==> config.mk <==
export PLATFORM = sky130hd
export DESIGN_NAME = mmcm_rst_seq
export DESIGN_NICKNAME = d
export VERILOG_FILES = /design/src/rtl/mmcm_rst_seq.sv
export SDC_FILE = /design/constraint.sdc
export NUM_CORES = 1
export LEC_CHECK = 0
export CAP_MARGIN = 20
export CORE_MARGIN = 4
export CORE_UTILIZATION = 54
export DETAILED_ROUTE_END_ITERATION = 7
export GPL_ROUTABILITY_DRIVEN = 1
export GPL_TIMING_DRIVEN = 1
export PLACE_DENSITY_LB_ADDON = 0.08
export SETUP_SLACK_MARGIN = 0.15
export SLEW_MARGIN = 20
export SYNTH_ARGS = -nofsm -noshare
export SYNTH_HDL_FRONTEND = slang
export SYNTH_SLANG_ARGS = --single-unit
==> constraint.sdc <==
create_clock -name sys_clk -period 2.55 [get_ports sys_clk]
set_input_delay 0.51 -clock sys_clk [delete_from_list [all_inputs] [get_ports sys_clk]]
set_output_delay 0.51 -clock sys_clk [all_outputs]
set_load 0.05 [all_outputs]
==> src/rtl/mmcm_rst_seq.sv <==
// MMCM reset sequencer: pulses the MMCM reset, qualifies lock stability, then releases system reset (WATCHDOG_EN adds lock-timeout retry).
// Latency: rst_n_out rises LOCK_STABLE_CYC+2 edges after locked_in is first sampled high; falls on the 3rd edge after lock loss.
// Backpressure: none; soft_rst_req is a one-cycle request, ignored while the MMCM reset pulse is already running.
module mmcm_rst_seq #(
    parameter int MMCM_RST_CYC     = 16,
    parameter int LOCK_STABLE_CYC  = 1024,
    parameter int LOCK_TIMEOUT_CYC = 50000
) (
    input  logic       sys_clk,
    input  logic       sys_rst_n,
    input  logic       locked_in,
    input  logic       soft_rst_req,
    output logic       mmcm_rst,
    output logic       rst_n_out,
    output logic       clk_ready,
    output logic [7:0] retry_cnt,
    output logic [2:0] state_o
);

    localparam int MAX_AB  = (MMCM_RST_CYC > LOCK_STABLE_CYC) ? MMCM_RST_CYC : LOCK_STABLE_CYC;
    localparam int MAX_CYC = (MAX_AB > LOCK_TIMEOUT_CYC) ? MAX_AB : LOCK_TIMEOUT_CYC;
    localparam int CW      = $clog2(MAX_CYC) + 1;

    localparam logic [CW-1:0] RST_LAST    = CW'(MMCM_RST_CYC - 1);
    localparam logic [CW-1:0] STABLE_LAST = CW'(LOCK_STABLE_CYC - 1);
`ifdef WATCHDOG_EN
    localparam logic [CW-1:0] TIMEOUT_LAST = CW'(LOCK_TIMEOUT_CYC - 1);
`endif

    typedef enum logic [2:0] {
        ST_MMCM_RST  = 3'd0,
        ST_WAIT_LOCK = 3'd1,
        ST_STABLE    = 3'd2,
        ST_RUN       = 3'd3
    } state_t;

    state_t        state_q;
    state_t        state_d;
    logic [CW-1:0] cnt_q;
    logic [CW-1:0] cnt_d;
    logic          sync_ff1;
    logic          sync_lk;
`ifdef WATCHDOG_EN
    logic          retry_inc;
    logic [7:0]    retry_q;
`endif

    // locked_in comes from the MMCM's own domain; only sync_lk is used below.
    always_ff @(posedge sys_clk or negedge sys_rst_n) begin
        if (!sys_rst_n) begin
            sync_ff1 <= 1'b0;
            sync_lk  <= 1'b0;
        end else begin
            sync_ff1 <= locked_in;
            sync_lk  <= sync_ff1;
        end
    end

    always_comb begin
        state_d = state_q;
        cnt_d   = cnt_q;
`ifdef WATCHDOG_EN
        retry_inc = 1'b0;
`endif
        if (soft_rst_req && (state_q == ST_WAIT_LOCK || state_q == ST_STABLE || state_q == ST_RUN)) begin
            state_d = ST_MMCM_RST;
        end else begin
            case (state_q)
                ST_MMCM_RST: begin
                    if (cnt_q == RST_LAST) begin
                        state_d = ST_WAIT_LOCK;
                    end else begin
                        cnt_d = cnt_q + CW'(1);
                    end
                end
                ST_WAIT_LOCK: begin
                    if (sync_lk) begin
                        state_d = ST_STABLE;
`ifdef WATCHDOG_EN
                    end else if (cnt_q == TIMEOUT_LAST) begin
                        state_d   = ST_MMCM_RST;
                        retry_inc = 1'b1;
                    end else begin
                        cnt_d = cnt_q + CW'(1);
`endif
                    end
                end
                ST_STABLE: begin
                    if (!sync_lk) begin
                        state_d = ST_WAIT_LOCK;
                    end else if (cnt_q == STABLE_LAST) begin
                        state_d = ST_RUN;
                    end else begin
                        cnt_d = cnt_q + CW'(1);
                    end
                end
                ST_RUN: begin
                    if (!sync_lk) begin
                        state_d = ST_MMCM_RST;
                    end
                end
                default: begin
                    state_d = ST_MMCM_RST;
                end
            endcase
        end
        // Every phase measures its own duration from zero.
        if (state_d != state_q) begin
            cnt_d = '0;
        end
    end

    // Outputs decode the next state so they move on the same edge as the transition.
    always_ff @(posedge sys_clk or negedge sys_rst_n) begin
        if (!sys_rst_n) begin
            state_q   <= ST_MMCM_RST;
            cnt_q     <= '0;
            mmcm_rst  <= 1'b1;
            rst_n_out <= 1'b0;
            clk_ready <= 1'b0;
        end else begin
            state_q   <= state_d;
            cnt_q     <= cnt_d;
            mmcm_rst  <= (state_d == ST_MMCM_RST);
            rst_n_out <= (state_d == ST_RUN);
            clk_ready <= (state_d == ST_RUN);
        end
    end

`ifdef WATCHDOG_EN
    always_ff @(posedge sys_clk or negedge sys_rst_n) begin
        if (!sys_rst_n) begin
            retry_q <= 8'd0;
        end else if (retry_inc && (retry_q != 8'hFF)) begin
            retry_q <= retry_q + 8'd1;
        end
    end

    assign retry_cnt = retry_q;
`else
    assign retry_cnt = 8'd0;
`endif

    assign state_o = state_q;

endmodule

Word-level counts from Yosys, hierarchy flattened
Cells that the tools add are included.
{"block": "word_totals", "input_bits": 4, "reg_bits": 24, "word_cells": 38, "output_inout_bits": 14}
{"block": "classes", "mux": 13, "eq_ne": 11, "n_reduce_logical": 7, "n_addsub": 1}
{"operator": "$mux 17", "n": 5}
{"operator": "$pmux 17 s2", "n": 1}
{"operator": "$mux 3", "n": 6}
{"operator": "$add 17x1->17 const B", "n": 1}
{"operator": "$eq 17x10->1 const B", "n": 1}
{"operator": "$eq 17x4->1 const B", "n": 1}
{"operator": "$pmux 3 s4", "n": 1}
{"operator": "$eq 3x2->1 const B", "n": 3}
{"operator": "$logic_not 3->1", "n": 2}
{"operator": "$ne 3x2->1 const B", "n": 2}
{"operator": "$reduce_and 5->1", "n": 1}
{"operator": "$eq 3x1->1 const B", "n": 1}
{"operator": "$ne 3x3->1", "n": 1}
{"operator": "$ne 3x3->1 const B", "n": 1}
{"operator": "$reduce_bool 3->1", "n": 1}
{"operator": "$logic_or 1x1->1", "n": 2}
{"operator": "$ne 2x1->1 const B", "n": 1}
{"operator": "$logic_and 1x1->1", "n": 1}

Depth between registers and ports, before layout
Gate-level depths: netlist (run 1).
{"block": "depth", "depth_word": 8, "depth_mapped": 6, "mapped_depth_nobuf": 5}

Worst setup path after synthesis (run 1)
Ideal clock, no wire load.
{"block": "synth_path", "path_type": "register -> register", "from": "register state_q[2] (netlist: state_o[2])", "to": "register cnt_q[16]", "required_time_ns": 2.472, "path_stages_with_launch": 6, "synth_period_minus_slack_ns": 1.966, "path_slack_ns": 0.584, "arrival_ns": 1.888, "path_buffers": 1, "setup_time_ns": 0.078, "cell_sequence": "dfrtp_1 clkbuf_1 nor3b_2 a21o_1 or4b_1 a21oi_1"}
{"block": "synth_via", "elab_chain_len": 8, "elab_cells_between_ends": 24, "cone_classes": "8 x eq/ne; 10 x mux; 6 x reduce/logical"}
{"item": "from (decl)", "line_no": "37", "rtl": "state_t state_q;"}
{"item": "from (signal assigned)", "line_no": "122", "rtl": "state_q <= state_d;"}
{"item": "branches (longest 8 deep; another with $reduce_and 5->1)"}
{"item": "to (signal assigned)", "line_no": "123", "rtl": "cnt_q <= cnt_d;"}
{"item": "to (decl)", "line_no": "39", "rtl": "logic [CW-1:0] cnt_q;"}
Parallel ways; which one is timed is not known. The select of a mux whose other input is x is not followed.
A chain may end at the register's enable or synchronous reset.

Worst setup path in the final report (run 1)
{"block": "layout_path", "from": "register state_q[0] (netlist: state_o[0])", "to": "output state_o[0]"}
{"item": "to (decl)", "line_no": "17", "rtl": "output logic [2:0] state_o"}
No word-level cell between the ends.

==> results.py, run 1 <==
metrics = {
    "outcome": {
        "outcome": "completed",
    },
    "floorplan": {
        "core.rowCount": 18,
        "die_y_um": 58.83,
        "dieArea_um2": 3461,
        "core-area_um2": 2477,
        "floorplan.die.width_um": 58.83,
        "pin_count": 18,
        "initial_core_util_pct": 56.31,
    },
    "pwr": {
        "share_seq_of_total_power_pct": 59.8,
        "share_clk_of_total_power_pct": 30.0,
        "power_report.internal_total_mw": 0.4909,
        "leakagePower_nw": 0.5636,
        "p_comb_share_pct": 10.2,
        "vdd_ir_drop_max_mv": 0.3486,
        "p_sw_mw": 0.1713,
        "p_per_area_nw_per_um2": 441.1,
        "totalPowerFinal_mw": 0.6622,
        "switching_share_pct": 25.87,
    },
    "logic_synthesis": {
        "ys.flop_type": "sky130_fd_sc_hd__dfrtp_1",
        "yosysUniqueCellTypes": 42,
        "post_synthesis_sequential_area_ratio_pct": 43.14,
        "synthCells": 142,
        "synthDominantAreaCellType": "sky130_fd_sc_hd__dfrtp_1",
        "post_synthesis_average_cell_area_um2": 9.825,
        "synthesis.yosys.warnings": 0,
        "synth_async_sr_flop_share_pct": 100.0,
        "post-synth-top-area-fraction_pct": 41.26,
        "number_of_flops_mapped_to_enable_cells_by_yosys": 0,
        "postSynthRegisterBits": 24,
        "synthesis.area_um2": 1395,
        "post_synth_main_area_contributors": "sky130_fd_sc_hd__dfrtp_1 (41%), sky130_fd_sc_hd__xnor2_1 (5.7%), sky130_fd_sc_hd__buf_4 (5.4%)",
    },
    "global_route": {
        "first_pass_grt_wire_length_um": 4712,
        "grt_antenna_before_repair": 0,
        "globalRouteOverflowTotal": 0,
        "via_count_of_the_first_global_routing_pass": 1031,
        "overall_fraction_of_global_route_tracks_in_use_pct": 17.49,
        "largest_net_degree_at_the_start_of_global_routing": 16,
    },
    "sta": {
        "timing.final.hold_violations": 0,
        "worst_relative_slew_slack_pct": 56.04,
        "setup-tns-final_ns": 0,
        "fmax_mhz": 442.9,
        "setup_violations": 0,
        "setup_repair_after_global_routing_missed_its_margin": "no",
        "post-route-min-period_ns": 2.258,
        "tightestPinTransition_ns": 0.6534,
        "fin_crit_sh_pct": 88.55,
        "finalHoldWorstSlack_ns": 0.3703,
        "finalClockSkew_ns": 0.007629,
        "pins_over_slew_limit": 0,
    },
    "setup_path": {
        "critPathCaptureType": "primary output",
        "worstPathBufferInverterCount": 1,
        "timing.critical_path.arrival_ns": 1.75,
        "reg2reg_to": "cnt_q[5]$_DFFE_PN0P_",
        "critPathTopFamily": "buffers and inverters",
        "cpMaxStageDelayCell": "sky130_fd_sc_hd__clkdlybuf4s50_1",
        "data_required_time_of_the_critical_path_ns": 2.04,
        "path_class": "flip-flop to primary output",
        "crit_path_max_incr_delay_ns": 0.87,
        "crit_path_max_fanout": 11,
        "cp-start-kind": "flip-flop",
        "rr_startpoint": "cnt_q[0]$_DFFE_PN0P_",
        "worst_reg_to_reg_cells": 5,
        "r2r_slack_ns": 0.39,
        "crit_chain": "clkdlybuf4s50_1",
    },
    "final_layout": {
        "fillers": 224,
        "area.growth.synth_to_final_pct": 7.623,
        "layout-drive-gt1-share_pct": 8.667,
        "finish.net_count": 156,
        "n_antenna_cell": 0,
    },
    "cts": {
        "cts.sink_count": 24,
        "cts.repair_timing.setup_buffer_count": 0,
        "clock_path_buffers": 2,
        "clkSlewWorstSetupHoldPaths_ns": 0.12,
        "ctsRootBufferMaster": "sky130_fd_sc_hd__clkbuf_4",
        "cts_tree": "built",
        "h-tree-depth": 1,
        "cts_repair_resize_count": 0,
        "clock_latency_of_the_later_clocked_register_in_the_worst_skew_pair_ns": 0.31,
        "cts-buffers-inserted": 3,
        "cts_hold_repair_buffers": 0,
    },
    "placement": {
        "gpl.final_weighted_congestion": 0.8479,
        "portbufs": 9,
        "dp_hpwl_um": 1974,
    },
    "route": {
        "via_count": 1118,
        "post_drt_wl_per_cell_um": 15.16,
        "drt_pass1_iterations": 4,
        "totalWireLength_um": 2729,
        "viasPerCell": 6.211,
        "drc_violations_left": 0,
        "drt_first_iter_violations": 52,
        "route.antenna.remaining_nets": 0,
    },
    "hold_path": {
        "hp-class": "flip-flop to flip-flop",
        "hold_depth": 0,
        "holdPathEnd": "sync_lk$_DFF_PN0_",
        "holdCritStartpoint": "sync_ff1$_DFF_PN0_",
    },
    "flow_run": {
        "drv.max_cap_violation_count": 0,
    },
}
[routing by layer]
layer	vias to the layer above	wire [um]	track usage, %
met4	0	13	6.472
met3	2	128	2.193
met2	26	1292	26.03
li1	527	-	-
met5	-	0	0
met1	563	1295	25.98
[sequential cells by signal, summed over array words and instances, names as in the netlist]
name	count
cnt_q	17
state_o	3
clk_ready	1
mmcm_rst	1
sync_ff1	1
sync_lk	1
[layout make-up]
type	instances	area [um2]	share of cell area, %
multi-input cells	107	706.9	47.08
flip-flops and latches	24	601.8	40.08
repair buffers	10	100.1	6.667
well taps	30	37.54	2.500
clock buffers	4	36.28	2.417
inverters	5	18.77	1.250
[per-stage QoR]
step | area, um2 | util, % | setup WS [ns] | std cells
3_3_place_gp | 1463 | 59.04 | 0.3731 | 176
2_1_floorplan | 1425 | - | 0.5840 | 150
5_1_grt | 1501 | 60.61 | 0.2111 | 180
3_5_place_dp | 1463 | 59.04 | 0.3327 | 176
6_report | 1501 | 60.61 | 0.2920 | 180
4_1_cts | 1499 | 60.51 | 0.2234 | 180
[power by group through the flow]
stage	Clock [mW]	Sequential, mW	Combinational (mW)
after floorplan	0	0.402	0.0571
after global placement	0	0.402	0.0663
after detailed placement	0	0.403	0.0672
after CTS	0.203	0.396	0.0677
after global routing	0.221	0.397	0.0731
final	0.199	0.396	0.0675
[synth_stat cells, drive strengths merged, types with 2 or more instances]
| master | count |
|---|---|
| a2111oi | 2 |
| a211oi | 4 |
| a21boi | 2 |
| a21o | 2 |
| a21oi | 9 |
| buf | 11 |
| clkbuf | 3 |
| dfrtp | 23 |
| inv | 5 |
| nand2 | 6 |
| nand2b | 4 |
| nand3 | 7 |
| nand4 | 5 |
| nor2 | 10 |
| nor4 | 3 |
| o21ai | 4 |
| o31ai | 4 |
| o41ai | 2 |
| or3 | 3 |
| or4 | 5 |
| or4b | 3 |
| xnor2 | 9 |
[cell usage in the layout (no fill, tap or decap), types with 2 or more instances in the layout]
master,Yosys,final
sky130_fd_sc_hd__clkdlybuf4s50_1,0,8
sky130_fd_sc_hd__o41ai_1,2,2
sky130_fd_sc_hd__xnor2_1,9,9
sky130_fd_sc_hd__nand3_1,6,6
sky130_fd_sc_hd__nor4_1,2,2
sky130_fd_sc_hd__a211oi_1,4,4
sky130_fd_sc_hd__inv_1,5,5
sky130_fd_sc_hd__clkbuf_4,0,3
sky130_fd_sc_hd__nand2b_1,4,4
sky130_fd_sc_hd__a21oi_1,9,9
sky130_fd_sc_hd__a21o_1,2,2
sky130_fd_sc_hd__nand4_1,5,5
sky130_fd_sc_hd__a21boi_0,2,2
sky130_fd_sc_hd__dfrtp_1,23,23
sky130_fd_sc_hd__a2111oi_0,2,2
sky130_fd_sc_hd__or4b_1,2,2
sky130_fd_sc_hd__nand2_1,6,6
sky130_fd_sc_hd__o31ai_1,4,4
sky130_fd_sc_hd__conb_1,1,9
sky130_fd_sc_hd__or4_1,5,5
sky130_fd_sc_hd__nor2_1,10,10
sky130_fd_sc_hd__or3_1,3,3
sky130_fd_sc_hd__o21ai_0,4,4
[worst max-delay path by stage]
| stage | from | endpoint | cells past startpoint |
|---|---|---|---|
| final | state_o[0]$_DFF_PN0_ | state_o[0] | 1 |
| after global routing | state_o[0]$_DFF_PN0_ | state_o[0] | 1 |
| after CTS | state_o[1]$_DFF_PN0_ | state_o[1] | 1 |
| after detailed placement | soft_rst_req | cnt_q[16]$_DFFE_PN0P_ | 5 |
| after global placement | soft_rst_req | cnt_q[16]$_DFFE_PN0P_ | 5 |
| after floorplan | state_o[2]$_DFF_PN0_ | cnt_q[16]$_DFFE_PN0P_ | 5 |
[cells by family after synthesis]
kind of cell,Yosys count,share of synthesized area [%]
AOI/OAI and AO/OA,36,18.12
xor gates and xnor gates,9,5.651
adders and majority gates,1,0.8967
buffers and inverters,19,8.341
DFF,24,43.14
other,1,0.2688
and+or+nand+nor,52,23.59
Power figures use the tool's default switching activity.
==> run 2, diff against run 1 <==
Settings changed: CAP_MARGIN 20 to default.
==> results of run 2 <==
The final DEF is identical to that of run 1; final timing and power are the same.
==> run 3, diff against run 2 <==
Settings changed: MAX_ROUTING_LAYER from default to met4.
==> results.py, run 3 (synthesized netlist as in run 1, its figures left out) <==
metrics = {
    "placement": {
        "dp_hpwl_um": 1974,
        "portbufs": 9,
        "gpl.final_weighted_congestion": 0.8612,
        "placed_area_um2": 1463,
    },
    "setup_path": {
        "crit_path_max_incr_delay_ns": 0.87,
        "data_required_time_of_the_critical_path_ns": 2.04,
        "cpMaxStageDelayCell": "sky130_fd_sc_hd__clkdlybuf4s50_1",
        "crit_path_max_fanout": 11,
        "worstPathBufferInverterCount": 1,
        "path_class": "flip-flop to primary output",
        "cp-start-kind": "flip-flop",
        "timing.critical_path.arrival_ns": 1.75,
        "critPathCaptureType": "primary output",
        "critPathTopFamily": "buffers and inverters",
        "crit_chain": "clkdlybuf4s50_1",
    },
    "floorplan": {
        "pin_count": 18,
        "die_y_um": 58.83,
        "floorplan.die.width_um": 58.83,
        "initial_core_util_pct": 56.31,
        "dieArea_um2": 3461,
        "core.rowCount": 18,
        "core-area_um2": 2477,
    },
    "final_layout": {
        "n_antenna_cell": 0,
        "layout-drive-gt1-share_pct": 8.667,
        "finish.net_count": 156,
        "final_area_um2": 1501,
        "register_containing_the_most_flip_flops_in_the_final_layout": "cnt_q",
        "area.growth.synth_to_final_pct": 7.623,
        "largest_reg_flops": 17,
        "most-common-layout-cells": "sky130_fd_sc_hd__dfrtp_1 (23), sky130_fd_sc_hd__nor2_1 (10), sky130_fd_sc_hd__xnor2_1 (9), sky130_fd_sc_hd__a21oi_1 (9), sky130_fd_sc_hd__conb_1 (9)",
        "mostFrequentLayoutCell": "sky130_fd_sc_hd__dfrtp_1",
    },
    "global_route": {
        "via_count_of_the_first_global_routing_pass": 1034,
        "first_pass_grt_wire_length_um": 4705,
        "largest_net_degree_at_the_start_of_global_routing": 16,
        "globalRouteOverflowTotal": 0,
        "grt_antenna_before_repair": 0,
        "overall_fraction_of_global_route_tracks_in_use_pct": 18.01,
    },
    "cts": {
        "cts_hold_repair_buffers": 0,
        "clkSlewWorstSetupHoldPaths_ns": 0.13,
        "cts-buffers-inserted": 3,
        "h-tree-depth": 1,
        "clock_path_buffers": 2,
        "clock_latency_of_the_later_clocked_register_in_the_worst_skew_pair_ns": 0.31,
        "cts.sink_count": 24,
        "ctsRootBufferMaster": "sky130_fd_sc_hd__clkbuf_4",
        "cts_tree": "built",
    },
    "sta": {
        "post-route-min-period_ns": 2.261,
        "setup-tns-final_ns": 0,
        "tightestPinTransition_ns": 0.6540,
        "timing.final.hold_violations": 0,
        "fin_crit_sh_pct": 88.65,
        "setup_repair_after_global_routing_missed_its_margin": "no",
        "pins_over_slew_limit": 0,
        "worst_relative_slew_slack_pct": 56.00,
        "fmax_mhz": 442.4,
        "setup_violations": 0,
        "finalClockSkew_ns": 0.006921,
    },
    "outcome": {
        "outcome": "completed",
    },
    "route": {
        "drt_pass1_iterations": 4,
        "drc_violations_left": 0,
        "via_count": 1105,
        "totalWireLength_um": 2728,
        "post_drt_wl_per_cell_um": 15.16,
        "route.antenna.remaining_nets": 0,
        "viasPerCell": 6.139,
        "drt_first_iter_violations": 58,
    },
    "pwr": {
        "p_comb_share_pct": 10.2,
        "power_report.internal_total_mw": 0.4909,
        "p_sw_mw": 0.1711,
        "vdd_ir_drop_max_mv": 0.3488,
        "switching_share_pct": 25.85,
        "share_clk_of_total_power_pct": 30.0,
        "share_seq_of_total_power_pct": 59.8,
        "leakagePower_nw": 0.5636,
        "p_per_area_nw_per_um2": 440.9,
    },
    "flow_run": {
        "drv.max_cap_violation_count": 0,
    },
    "hold_path": {
        "hp-class": "flip-flop to flip-flop",
    },
}
[run 3: cell counts in the layout (fill, tap and decap cells not counted)]
No cell type changed its count.
[run 3: worst paths after layout]
check	slack, ns	from	to	cells after the start
hold / removal	0.37	sync_ff1$_DFF_PN0_	sync_lk$_DFF_PN0_	0
hold reg to reg	0.37	sync_ff1$_DFF_PN0_	sync_lk$_DFF_PN0_	0
max in group asynchronous	1.36	sys_rst_n	mmcm_rst$_DFF_PN1_	2
min in group asynchronous	0.53	sys_rst_n	cnt_q[3]$_DFFE_PN0P_	1
setup / recovery	0.29	state_o[0]$_DFF_PN0_	state_o[0]	1
setup reg to reg	0.39	cnt_q[0]$_DFFE_PN0P_	cnt_q[5]$_DFFE_PN0P_	5
[run 3: repair_timing]
| action | CTS | global route |
|---|---|---|
| endpoints found under the setup margin | 0 | 1 |
| resized for setup | 0 | 1 |
| setup buffers | 0 | 0 |
[run 3: cell type report]
class,count,area (um2)
fill,224,975.9
multi-input combinational,107,706.9
sequential,24,601.8
timing repair buffer,10,100.1
tap,30,37.54
clock buffer,4,36.28
inverter,5,18.77
[run 3: through the flow]
step / power [mW] / setup WS, ns / hold slack (ns) / instances / utilization (%)
global route: 0.6914 / 0.2111 / 0.3847 / 180 / 60.61
CTS: 0.6663 / 0.2234 / 0.3734 / 180 / 60.51
detailed placement: 0.4702 / 0.3327 / 0.3443 / 176 / 59.04
global placement: 0.4688 / 0.3731 / 0.3331 / 176 / 59.04
floorplan: 0.4596 / 0.5840 / 0.2144 / 150 / -
finish: 0.6619 / 0.2894 / 0.3704 / 180 / 60.61
[run 3: power groups by stage]
| stage | logic (mW) | registers (mW) | clock network, mW |
|---|---|---|---|
| detailed placement | 0.0672 | 0.403 | 0 |
| floorplan | 0.0571 | 0.402 | 0 |
| global route | 0.0731 | 0.397 | 0.221 |
| finish | 0.0674 | 0.396 | 0.199 |
| global placement | 0.0663 | 0.402 | 0 |
| CTS | 0.0677 | 0.396 | 0.203 |
[run 3: metal layers]
layer | GRT usage, % | up-vias | wire length, um
li1 | - | 526 | -
met1 | 25.98 | 553 | 1306
met2 | 26.03 | 24 | 1286
met3 | 2.193 | 2 | 122
met4 | 6.472 | 0 | 12
met5 | - | - | 0
